<file path="src/rtl/register_rename_pkg.sv">
// Shared rename-stage types and sizes, also used by the ROB and issue blocks.
package rename_pkg;

  localparam int NUM_ARCH = 32;
  localparam int NUM_PHYS = 64;
  localparam int AREG_W   = 5;
  localparam int PREG_W   = 6;
  localparam int FL_DEPTH = NUM_PHYS - NUM_ARCH;
  localparam int FL_PTR_W = $clog2(FL_DEPTH);
  localparam int FL_CNT_W = FL_PTR_W + 1;

  typedef logic [AREG_W-1:0] areg_t;
  typedef logic [PREG_W-1:0] preg_t;

  // One allocation record as presented to the ROB and issue.
  typedef struct packed {
    preg_t dest;
    preg_t old_dest;
    preg_t prs1;
    preg_t prs2;
  } alloc_t;

  // x0 is hardwired zero, so writing it never consumes a physical register.
  function automatic logic needs_dest(input logic has_rd, input areg_t rd);
    return has_rd && (rd != '0);
  endfunction

endpackage

</file>
<file path="src/rtl/register_rename_if.sv">
// Decode, ROB-allocation and ROB-commit signals of the rename stage.
//
// Handshakes: decode -> rename transfers at a rising edge where dec_valid && dec_ready;
// rename -> ROB transfers at a rising edge where alloc_valid && alloc_ready, and
// alloc_valid plus its payload (alloc_dest, alloc_oldDest, ren_prs1, ren_prs2) stay
// stable while alloc_valid && !alloc_ready. dec_ready never depends on dec_valid.
// commit_valid has no back-pressure: the free list always takes (or drops) it.
interface register_rename_if;
  import rename_pkg::*;

  logic  dec_valid;
  logic  dec_ready;
  logic  dec_has_rd;
  areg_t dec_rd;
  areg_t dec_rs1;
  areg_t dec_rs2;
  preg_t ren_prs1;
  preg_t ren_prs2;
  logic  alloc_valid;
  preg_t alloc_dest;
  preg_t alloc_oldDest;
  logic  alloc_ready;
  logic  commit_valid;
  preg_t free_oldDest;
  preg_t free_count;
  logic  err_overflow;

  // Rename side.
  modport slave (
    input  dec_valid, dec_has_rd, dec_rd, dec_rs1, dec_rs2,
    input  alloc_ready, commit_valid, free_oldDest,
    output dec_ready, ren_prs1, ren_prs2,
    output alloc_valid, alloc_dest, alloc_oldDest,
    output free_count, err_overflow
  );

  // Decode / ROB side.
  modport master (
    output dec_valid, dec_has_rd, dec_rd, dec_rs1, dec_rs2,
    output alloc_ready, commit_valid, free_oldDest,
    input  dec_ready, ren_prs1, ren_prs2,
    input  alloc_valid, alloc_dest, alloc_oldDest,
    input  free_count, err_overflow
  );

endinterface

</file>
<file path="src/rtl/register_rename_free_list.sv">
// Circular FIFO of free physical registers. Starts full with 32..63 in pop order.
// A register pushed in a cycle is not visible to a pop in that same cycle.
module phys_free_list
  import rename_pkg::*;
(
  input  logic                clk,
  input  logic                reset_n,
  input  logic                pop,
  input  logic                push,
  input  preg_t               push_reg,
  output preg_t               head_reg,
  output logic [FL_CNT_W-1:0] count,
  output logic                overflow
);

  localparam logic [FL_CNT_W-1:0] FULL_CNT = FL_CNT_W'(FL_DEPTH);

  preg_t                mem [FL_DEPTH];
  logic [FL_PTR_W-1:0]  head;
  logic [FL_PTR_W-1:0]  tail;

  logic do_pop;
  logic push_req;
  logic do_push;
  logic drop;

  // Pop/push qualification; phys 0 is never released, a push into a full list is dropped.
  always_comb begin
    do_pop   = pop && (count != '0);
    push_req = push && (push_reg != '0);
    do_push  = push_req && ((count != FULL_CNT) || do_pop);
    drop     = push_req && (count == FULL_CNT) && !do_pop;
  end

  assign head_reg = mem[head];

  // Storage, pointers, occupancy and the sticky overflow flag.
  always_ff @(posedge clk or negedge reset_n) begin
    if (!reset_n) begin
      for (int i = 0; i < FL_DEPTH; i++) begin
        mem[i] <= preg_t'(NUM_ARCH + i);
      end
      head     <= '0;
      tail     <= '0;
      count    <= FULL_CNT;
      overflow <= 1'b0;
    end else begin
      if (do_pop) begin
        head <= head + 1'b1;
      end
      if (do_push) begin
        mem[tail] <= push_reg;
        tail      <= tail + 1'b1;
      end
      if (do_pop && !do_push) begin
        count <= count - 1'b1;
      end else if (do_push && !do_pop) begin
        count <= count + 1'b1;
      end
      if (drop) begin
        overflow <= 1'b1;
      end
    end
  end

endmodule

</file>
<file path="src/rtl/register_rename.sv">
// Rename stage: RAT lookup/update, free-list pop on destination, ROB allocation
// output register, and free-list refill from ROB commit.
module register_rename
  import rename_pkg::*;
(
  input  logic clk,
  input  logic reset_n,
  register_rename_if.slave rif
);

  preg_t               rat [NUM_ARCH];
  alloc_t              out_q;
  logic                out_valid;
  preg_t               fl_head;
  logic [FL_CNT_W-1:0] fl_count;
  logic                fl_overflow;

  logic needs_rd;
  logic ready;
  logic accept;
  logic pop;

  // Accept when the output slot is free or draining, and a phys reg is available if needed.
  always_comb begin
    needs_rd = needs_dest(rif.dec_has_rd, rif.dec_rd);
    ready    = (!out_valid || rif.alloc_ready) && (!needs_rd || (fl_count != '0));
    accept   = rif.dec_valid && ready;
    pop      = accept && needs_rd;
  end

  phys_free_list u_free_list (
    .clk      (clk),
    .reset_n  (reset_n),
    .pop      (pop),
    .push     (rif.commit_valid),
    .push_reg (rif.free_oldDest),
    .head_reg (fl_head),
    .count    (fl_count),
    .overflow (fl_overflow)
  );

  // RAT: identity map at reset; a renamed destination points at the popped head.
  always_ff @(posedge clk or negedge reset_n) begin
    if (!reset_n) begin
      for (int i = 0; i < NUM_ARCH; i++) begin
        rat[i] <= preg_t'(i);
      end
    end else if (pop) begin
      rat[rif.dec_rd] <= fl_head;
    end
  end

  // Allocation output register; sources read the RAT before this edge's update.
  always_ff @(posedge clk or negedge reset_n) begin
    if (!reset_n) begin
      out_valid <= 1'b0;
      out_q     <= '0;
    end else if (accept) begin
      out_valid      <= 1'b1;
      out_q.prs1     <= rat[rif.dec_rs1];
      out_q.prs2     <= rat[rif.dec_rs2];
      out_q.dest     <= needs_rd ? fl_head : '0;
      out_q.old_dest <= needs_rd ? rat[rif.dec_rd] : '0;
    end else if (rif.alloc_ready) begin
      out_valid <= 1'b0;
    end
  end

  assign rif.dec_ready     = ready;
  assign rif.alloc_valid   = out_valid;
  assign rif.alloc_dest    = out_q.dest;
  assign rif.alloc_oldDest = out_q.old_dest;
  assign rif.ren_prs1      = out_q.prs1;
  assign rif.ren_prs2      = out_q.prs2;
  assign rif.free_count    = PREG_W'(fl_count);
  assign rif.err_overflow  = fl_overflow;

endmodule

</file>
<file path="src/flat_wrapper.sv">
// flat-port wrapper written by rule: the top's interface ports become plain ports
module register_rename_flat import rename_pkg::*;
  (clk, reset_n, rif_dec_valid, rif_dec_has_rd, rif_dec_rd, rif_dec_rs1, rif_dec_rs2, rif_alloc_ready, rif_commit_valid, rif_free_oldDest, rif_dec_ready, rif_ren_prs1, rif_ren_prs2, rif_alloc_valid, rif_alloc_dest, rif_alloc_oldDest, rif_free_count, rif_err_overflow);
  register_rename_if rif_i ();
  input  logic clk;
  input  logic reset_n;
  input wire logic [$bits(rif_i.dec_valid)-1:0] rif_dec_valid;
  input wire logic [$bits(rif_i.dec_has_rd)-1:0] rif_dec_has_rd;
  input wire logic [$bits(rif_i.dec_rd)-1:0] rif_dec_rd;
  input wire logic [$bits(rif_i.dec_rs1)-1:0] rif_dec_rs1;
  input wire logic [$bits(rif_i.dec_rs2)-1:0] rif_dec_rs2;
  input wire logic [$bits(rif_i.alloc_ready)-1:0] rif_alloc_ready;
  input wire logic [$bits(rif_i.commit_valid)-1:0] rif_commit_valid;
  input wire logic [$bits(rif_i.free_oldDest)-1:0] rif_free_oldDest;
  output wire logic [$bits(rif_i.dec_ready)-1:0] rif_dec_ready;
  output wire logic [$bits(rif_i.ren_prs1)-1:0] rif_ren_prs1;
  output wire logic [$bits(rif_i.ren_prs2)-1:0] rif_ren_prs2;
  output wire logic [$bits(rif_i.alloc_valid)-1:0] rif_alloc_valid;
  output wire logic [$bits(rif_i.alloc_dest)-1:0] rif_alloc_dest;
  output wire logic [$bits(rif_i.alloc_oldDest)-1:0] rif_alloc_oldDest;
  output wire logic [$bits(rif_i.free_count)-1:0] rif_free_count;
  output wire logic [$bits(rif_i.err_overflow)-1:0] rif_err_overflow;
  assign rif_i.dec_valid = rif_dec_valid;
  assign rif_i.dec_has_rd = rif_dec_has_rd;
  assign rif_i.dec_rd = rif_dec_rd;
  assign rif_i.dec_rs1 = rif_dec_rs1;
  assign rif_i.dec_rs2 = rif_dec_rs2;
  assign rif_i.alloc_ready = rif_alloc_ready;
  assign rif_i.commit_valid = rif_commit_valid;
  assign rif_i.free_oldDest = rif_free_oldDest;
  assign rif_dec_ready = rif_i.dec_ready;
  assign rif_ren_prs1 = rif_i.ren_prs1;
  assign rif_ren_prs2 = rif_i.ren_prs2;
  assign rif_alloc_valid = rif_i.alloc_valid;
  assign rif_alloc_dest = rif_i.alloc_dest;
  assign rif_alloc_oldDest = rif_i.alloc_oldDest;
  assign rif_free_count = rif_i.free_count;
  assign rif_err_overflow = rif_i.err_overflow;
  register_rename u_core (.clk(clk), .reset_n(reset_n), .rif(rif_i));
endmodule
</file>
<file path="config.mk">
export PLATFORM = sky130hd
export DESIGN_NAME = register_rename_flat
export DESIGN_NICKNAME = d
export VERILOG_FILES = /design/src/rtl/register_rename_pkg.sv /design/src/rtl/register_rename_if.sv /design/src/rtl/register_rename_free_list.sv /design/src/rtl/register_rename.sv /design/src/flat_wrapper.sv
export SDC_FILE = /design/constraint.sdc
export NUM_CORES = 1
export LEC_CHECK = 0
export ABC_CLOCK_PERIOD_IN_PS = 4300
export CORE_ASPECT_RATIO = 1.4
export CORE_MARGIN = 5
export CORE_UTILIZATION = 55
export DETAILED_ROUTE_END_ITERATION = 6
export PLACE_DENSITY = 0.77
export SLEW_MARGIN = 20
export SYNTH_ARGS = -nofsm -noshare
export SYNTH_HDL_FRONTEND = slang
export SYNTH_SLANG_ARGS = --single-unit
</file>
<file path="constraint.sdc">
create_clock -name clk -period 4.3 [get_ports clk]
set_clock_uncertainty 0.2 [all_clocks]
set_input_delay 0.86 -clock clk [delete_from_list [all_inputs] [get_ports clk]]
set_output_delay 0.86 -clock clk [all_outputs]
set_load 0.02 [all_outputs]
</file>
==> results of run 1 <==
## worst paths after layout
path | cells past startpoint | slack [ps] | end | start
max | 4 | 320 | rif_dec_ready | u_core.u_free_list.count[0]
min | 1 | 90 | u_core.rat[171] | reset_n
max reg2reg | 11 | 860 | u_core.u_free_list.count[4] | u_core.u_free_list.count[0]
min reg2reg | 0 | 230 | u_core.rat[191] | u_core.rat[191]
max in group asynchronous | 2 | 2780 | u_core.u_free_list.mem[45] | reset_n
min in group clk | 0 | 230 | u_core.rat[191] | u_core.rat[191]
## cells by family (layout without fill, tap and decap cells)
group                    count (synthesis)  count (layout)  synth area share, %
XOR/XNOR                                15              15                0.567
flip-flops                             426             426                 47.1
AO/OA/AOI/OAI                          238             238                 7.69
multiplexers                           681             681                 36.4
AND/OR/NAND/NOR                        174             174                 4.28
adder cells (fa/ha/maj)                  8               8                0.432
buffers and inverters                  174             230                 3.57
## critical path, delay by kind of cell, from the launching register on
family / cells / cell delay (ps)
and+or+nand+nor: 2 / 1120
buffers and inverters: 1 / 530
DFF: 1 / 480
AOI/OAI and AO/OA: 1 / 230
## layer usage
metal	vias up	routed length (um)	part of all wire (%)	track usage, %
li1	6558	-	-	-
met1	8085	24400	37	34.2
met2	669	32900	50	48.0
met3	212	3730	5.7	3.87
met4	0	4540	6.9	16.4
met5	-	0	0	0
## synth_stat cells (31+ instances only)
cell type and instances:
a22o_1 41, a21oi_1 34, and3_1 33, dfrtp_1 233
a22oi_1 80, dfstp_2 193, clkbuf_1 87, mux2i_1 214
mux2_2 364, nand2_1 31, buf_2 60, mux4_2 85
## metrics by stage
stage               instance area (um^2)  hold slack (ps)
floorplan                          23200              266
global placement                   24400              201
detailed placement                 24400              218
CTS                                25900              126
global route                       25900              144
finish                             25900             92.9
## power by group through the flow
stage	clock, mW	combinational, mW	sequential (mW)
3_3_place_gp	0	5.90	7.14
4_1_cts	4.09	6.09	7.23
5_1_grt	4.24	6.45	7.44
3_5_place_dp	0	6.06	7.27
2_1_floorplan	0	4.26	6.81
6_report	4.03	6.11	7.26
## cell usage in the layout, fill, tap and decap left out, drive strengths merged, types with 7 or more instances in the layout
cell type and count:
and3 34, dfstp 193, a21oi 34, a22oi 80, nand4 11, mux2i 214, mux2 382, a211oi 11
mux4 85, nand2 31, ha 8, nand2b 8, nor2b 7, clkbuf 62, dfrtp 233, nor2 37
xnor2 9, nor3 7, clkinv 8, buf 94, clkdlybuf4s50 54, a22o 41, a221oi 24, o41ai 12
o22ai 18
## layout make-up
class | instances | area, um^2
fill | 3240 | 16000
clock buffer | 62 | 1270
tap | 546 | 683
timing repair buffer | 148 | 1310
sequential | 426 | 10900
clock inverter | 17 | 243
inverter | 3 | 11.3
multi-input combinational | 1116 | 11500
==> reports/results.tsv, run 1 <==
stage	metric	value	unit
run_status	outcome	completed	
placement	routabilityCongestion	0.980	
clock_network	cts_hold_buf	0	
sta	tightest_slew	1060	ps
critical_path	required	3240	ps
synth	synth_area	23200	um^2
die	coreArea	41900	um^2
detailed_routing	avgRoutedWirePerCell	28.3	um
sta	finalSetupViolCount	0	
worst_hold_path	hp-class	input port to async pin	
synth	netlist_top_cells_area	dfrtp_1 (25%), dfstp_2 (22%), mux2_2 (18%)	
critical_path	path_max_fanout	7	
clock_network	cts-resized-gates	0	
critical_path	critical_path.max_stage_delay	630	ps
pwr	p_int	11.3	mW
pwr	switchingPower	6.11	mW
placement	hpwl	44600	um
detailed_routing	drt_iter0_markers	1560	
pwr	seqPwrFrac	41.7	%
sta	hold_violations	0	
global_route	grt_pass1_wl	101000	um
global_route	antenna_found_initial	0	
critical_path	critPathKind	flip-flop to output port	
detailed_routing	antenna_left	0	
clock_network	cts_buffers	43	
clock_network	cts_setup_buffers	0	
die	boundaryPins	60	
global_route	grt_max_degree	94	
critical_path	crit_path_start_kind	flip-flop	
sta	final.period_utilization	92.5	%
clock_network	clk_pin_slew	60	ps
synth	yosysSeqAreaShare	47.1	%
layout	area_growth	11.9	%
sta	rsz0062_at_grt	no	
synth	async_flop_share	100	%
layout	layout-drive-gt1-share	48.6	%
layout	finish.net_count	1773	
sta	drv_slew	0	
pwr	finalPower	17.4	mW
layout	instances_no_fill	2318	
placement	placed_cells	2239	
global_route	grt_usage	28.2	%
clock_network	cts_tree	yes	
placement	io_buffers	59	
critical_path	crit_path_top_delay_cell	or4_4	
clock_network	worstSkewPairLatency	560	ps
sta	max-slew-margin-rel	29.2	%
synth	yosys.area.top_type	dfrtp_1	
pwr	vdd_drop_max	0.435	mV
detailed_routing	drc	0	
synth	ys_ff_latch	426	
synth	yosysWarnings	0	
critical_path	arrival	2920	ps
pwr	power.density	672	nW/um^2
clock_network	cts.sinks	426	
critical_path	end_kind	output port	
pwr	p_clk_share	23.2	%
synth	synth_ff_type	dfrtp_1	
layout	largestRegisters	u_core.rat x192, u_core.u_free_list.mem x192	
sta	fin_crit	3980	ps
sta	fmax	251	MHz
synth	synth_nets	1751	
sta	setup_ws	320	ps
run	cap_violations	0	
synth	avgSynthCellArea	13.5	um^2
synth	syn_inst	1716	
synth	synth_edf_count	0	
synth	synth_cell_types	57	
die	die_y	253	um
die	start_util	55.3	%
layout	fin_util	61.9	%
pwr	power_leakage	11.2	nW
clock_network	clock_tree.root_cell	clkbuf_16	
layout	antennaDiodeCount	0	
placement	pre_cts_slack	236	ps
die	fp.dieW	183	um
detailed_routing	dr_total_vias	15500	
global_route	gr-total-overflow	0	
synth	yosysTopAreaCellShare	25.2	%
clock_network	clockBufferDepth	3	
die	dieArea	46400	um^2
global_route	grt_pass1_vias	16300	
detailed_routing	drt_pass1_iterations	6	
clock_network	htree_levels	2	
die	rows	89	
pwr	combPwrFrac	35.1	%
pwr	switching_share	35.1	%
sta	tns	0	ps
detailed_routing	drt-total-wl	65500	um
detailed_routing	viasPerCell	6.70	
critical_path	path_cells	or4_4 > or3_1 > o21a_1 > clkdlybuf4s50_1	
(Power assumes the default switching activity.)
==> run 2: changes to the inputs <==
- CAP_MARGIN: unset -> 20
- CTS_BUF_LIST: unset -> sky130_fd_sc_hd__clkbuf_4 sky130_fd_sc_hd__clkbuf_8
==> run 2 against run 1 <==
Net effect: the flow now finishes with violations (design-rule violations); critical path depth is the same; die area stayed put; sequential share of layout area about the same; clock-buffer cell count grew 50; clock power is 3% lower; via count up 1.5%; worst setup slack worse by 76 ps; largest power group unchanged; register-to-register slack got worse by 30 ps.
==> reports/results.tsv, run 2 (synthesis gave the netlist of run 1 again) <==
stage	metric	value	unit
pwr	power.density	665	nW/um^2
layout	layout-drive-gt1-share	50.4	%
placement	routabilityCongestion	0.980	
layout	area_growth	12.0	%
critical_path	r2r-start	u_core.u_free_list.count[0]	
clock_network	cts-resized-gates	0	
clock_network	htree_levels	3	
sta	rsz0062_at_grt	no	
detailed_routing	viasPerCell	6.67	
die	boundaryPins	60	
placement	io_buffers	59	
global_route	grt_pass1_vias	16400	
global_route	grt_max_degree	94	
critical_path	end_kind	output port	
detailed_routing	drt-total-wl	65700	um
critical_path	arrival	3000	ps
global_route	grt_pass1_wl	101000	um
global_route	gr-total-overflow	0	
sta	fin_crit	4060	ps
die	start_util	55.3	%
critical_path	path_max_fanout	7	
critical_path	reg2reg_depth	11	
placement	hpwl	44600	um
critical_path	r2r-end	u_core.u_free_list.count[4]	
layout	fin_area	25900	um^2
detailed_routing	route.met2.wl	32800	um
clock_network	cts_buffers	68	
sta	tns	0	ps
die	die_y	253	um
clock_network	clock_tree.root_cell	clkbuf_8	
pwr	vdd_drop_max	0.424	mV
run	cap_violations	0	
global_route	antenna_found_initial	1	
critical_path	crit_path_start_kind	flip-flop	
sta	fmax	247	MHz
die	rows	89	
sta	tightest_slew	1050	ps
critical_path	required	3240	ps
clock_network	cts_tree	yes	
detailed_routing	highest_layer	met4	
detailed_routing	drt_pass1_iterations	7	
detailed_routing	drt_iter0_markers	1534	
clock_network	clockBufferDepth	3	
sta	final.period_utilization	94.3	%
layout	final_common_cell	mux2_2	
detailed_routing	dr_total_vias	15800	
pwr	power_leakage	11.2	nW
pwr	finalPower	17.3	mW
die	fp.dieW	183	um
worst_hold_path	hp-class	input port to async pin	
sta	finalSetupViolCount	0	
layout	finish.net_count	1798	
detailed_routing	drc	1	
layout	fin_util	62.0	%
placement	place_area	24400	um^2
clock_network	clk_pin_slew	60	ps
sta	max-slew-margin-rel	30.0	%
sta	drv_slew	0	
detailed_routing	antenna_left	0	
layout	final_cell_mix	mux2_2 (364), dfrtp_1 (232), mux2i_1 (214)	
global_route	grt_usage	28.4	%
critical_path	rrSetupSlack	830	ps
die	coreArea	41900	um^2
sta	whs	42.7	ps
run_status	outcome	finished with violations	
detailed_routing	wl_met1	24300	um
sta	hold_violations	0	
clock_network	cts_hold_buf	0	
detailed_routing	wl_met3	3870	um
layout	largestRegisters	u_core.rat x192, u_core.u_free_list.mem x192	
clock_network	cts.sinks	426	
clock_network	cts_setup_buffers	0	
clock_network	worstSkewPairLatency	620	ps
detailed_routing	avgRoutedWirePerCell	27.8	um
critical_path	critPathKind	flip-flop to output port	
die	dieArea	46400	um^2
run_status	violations	design-rule violations	
## run 2: layout make-up
cell class / count / area, um^2
Clock buffer: 112 / 1410
Multi-Input combinational cell: 1116 / 11500
Sequential cell: 426 / 10900
Antenna cell: 1 / 2.50
Tap cell: 546 / 683
Inverter: 3 / 11.3
Fill cell: 3244 / 15900
Clock inverter: 10 / 128
Timing Repair Buffer: 148 / 1310
## run 2: through the flow
step                      setup slack (ps)  instances
after floorplan                        169       1716
after global placement                 266       2239
after detailed placement               236       2239
after CTS                              214       2361
after global routing                   171       2362
final                                  244       2362
## run 2: power breakdown
group	leakage [nW]	switching (mW)	internal (mW)	total (mW)
Combinational	5.34	3.16	2.95	6.11
Clock	0.817	1.64	2.25	3.89
Sequential	5.09	1.32	5.93	7.25
## run 2: critical path, cell delays in order, from the launching register on
cell and delay, ps:
dfrtp_1 480, or4_4 630, or3_1 500, o21a_1 230
clkdlybuf4s50_1 530
## run 2: routing by layer
metal,GRT usage (%),vias to the layer above
li1,-,6633
met5,0,-
met2,47.4,684
met1,34.3,8223
met4,18.1,0
met3,4.35,216
## run 2: worst max path at each step
stage	slack (ps)	start	cells after the start	to
floorplan	170	rif_dec_rd[1]	14	u_core.u_free_list.count[4]
detailed placement	240	rif_free_oldDest[1]	12	u_core.u_free_list.count[5]
global placement	270	rif_free_oldDest[1]	12	u_core.u_free_list.count[5]
CTS	210	u_core.u_free_list.count[0]	4	rif_dec_ready
finish	240	u_core.u_free_list.count[0]	4	rif_dec_ready
global route	170	u_core.u_free_list.count[0]	4	rif_dec_ready
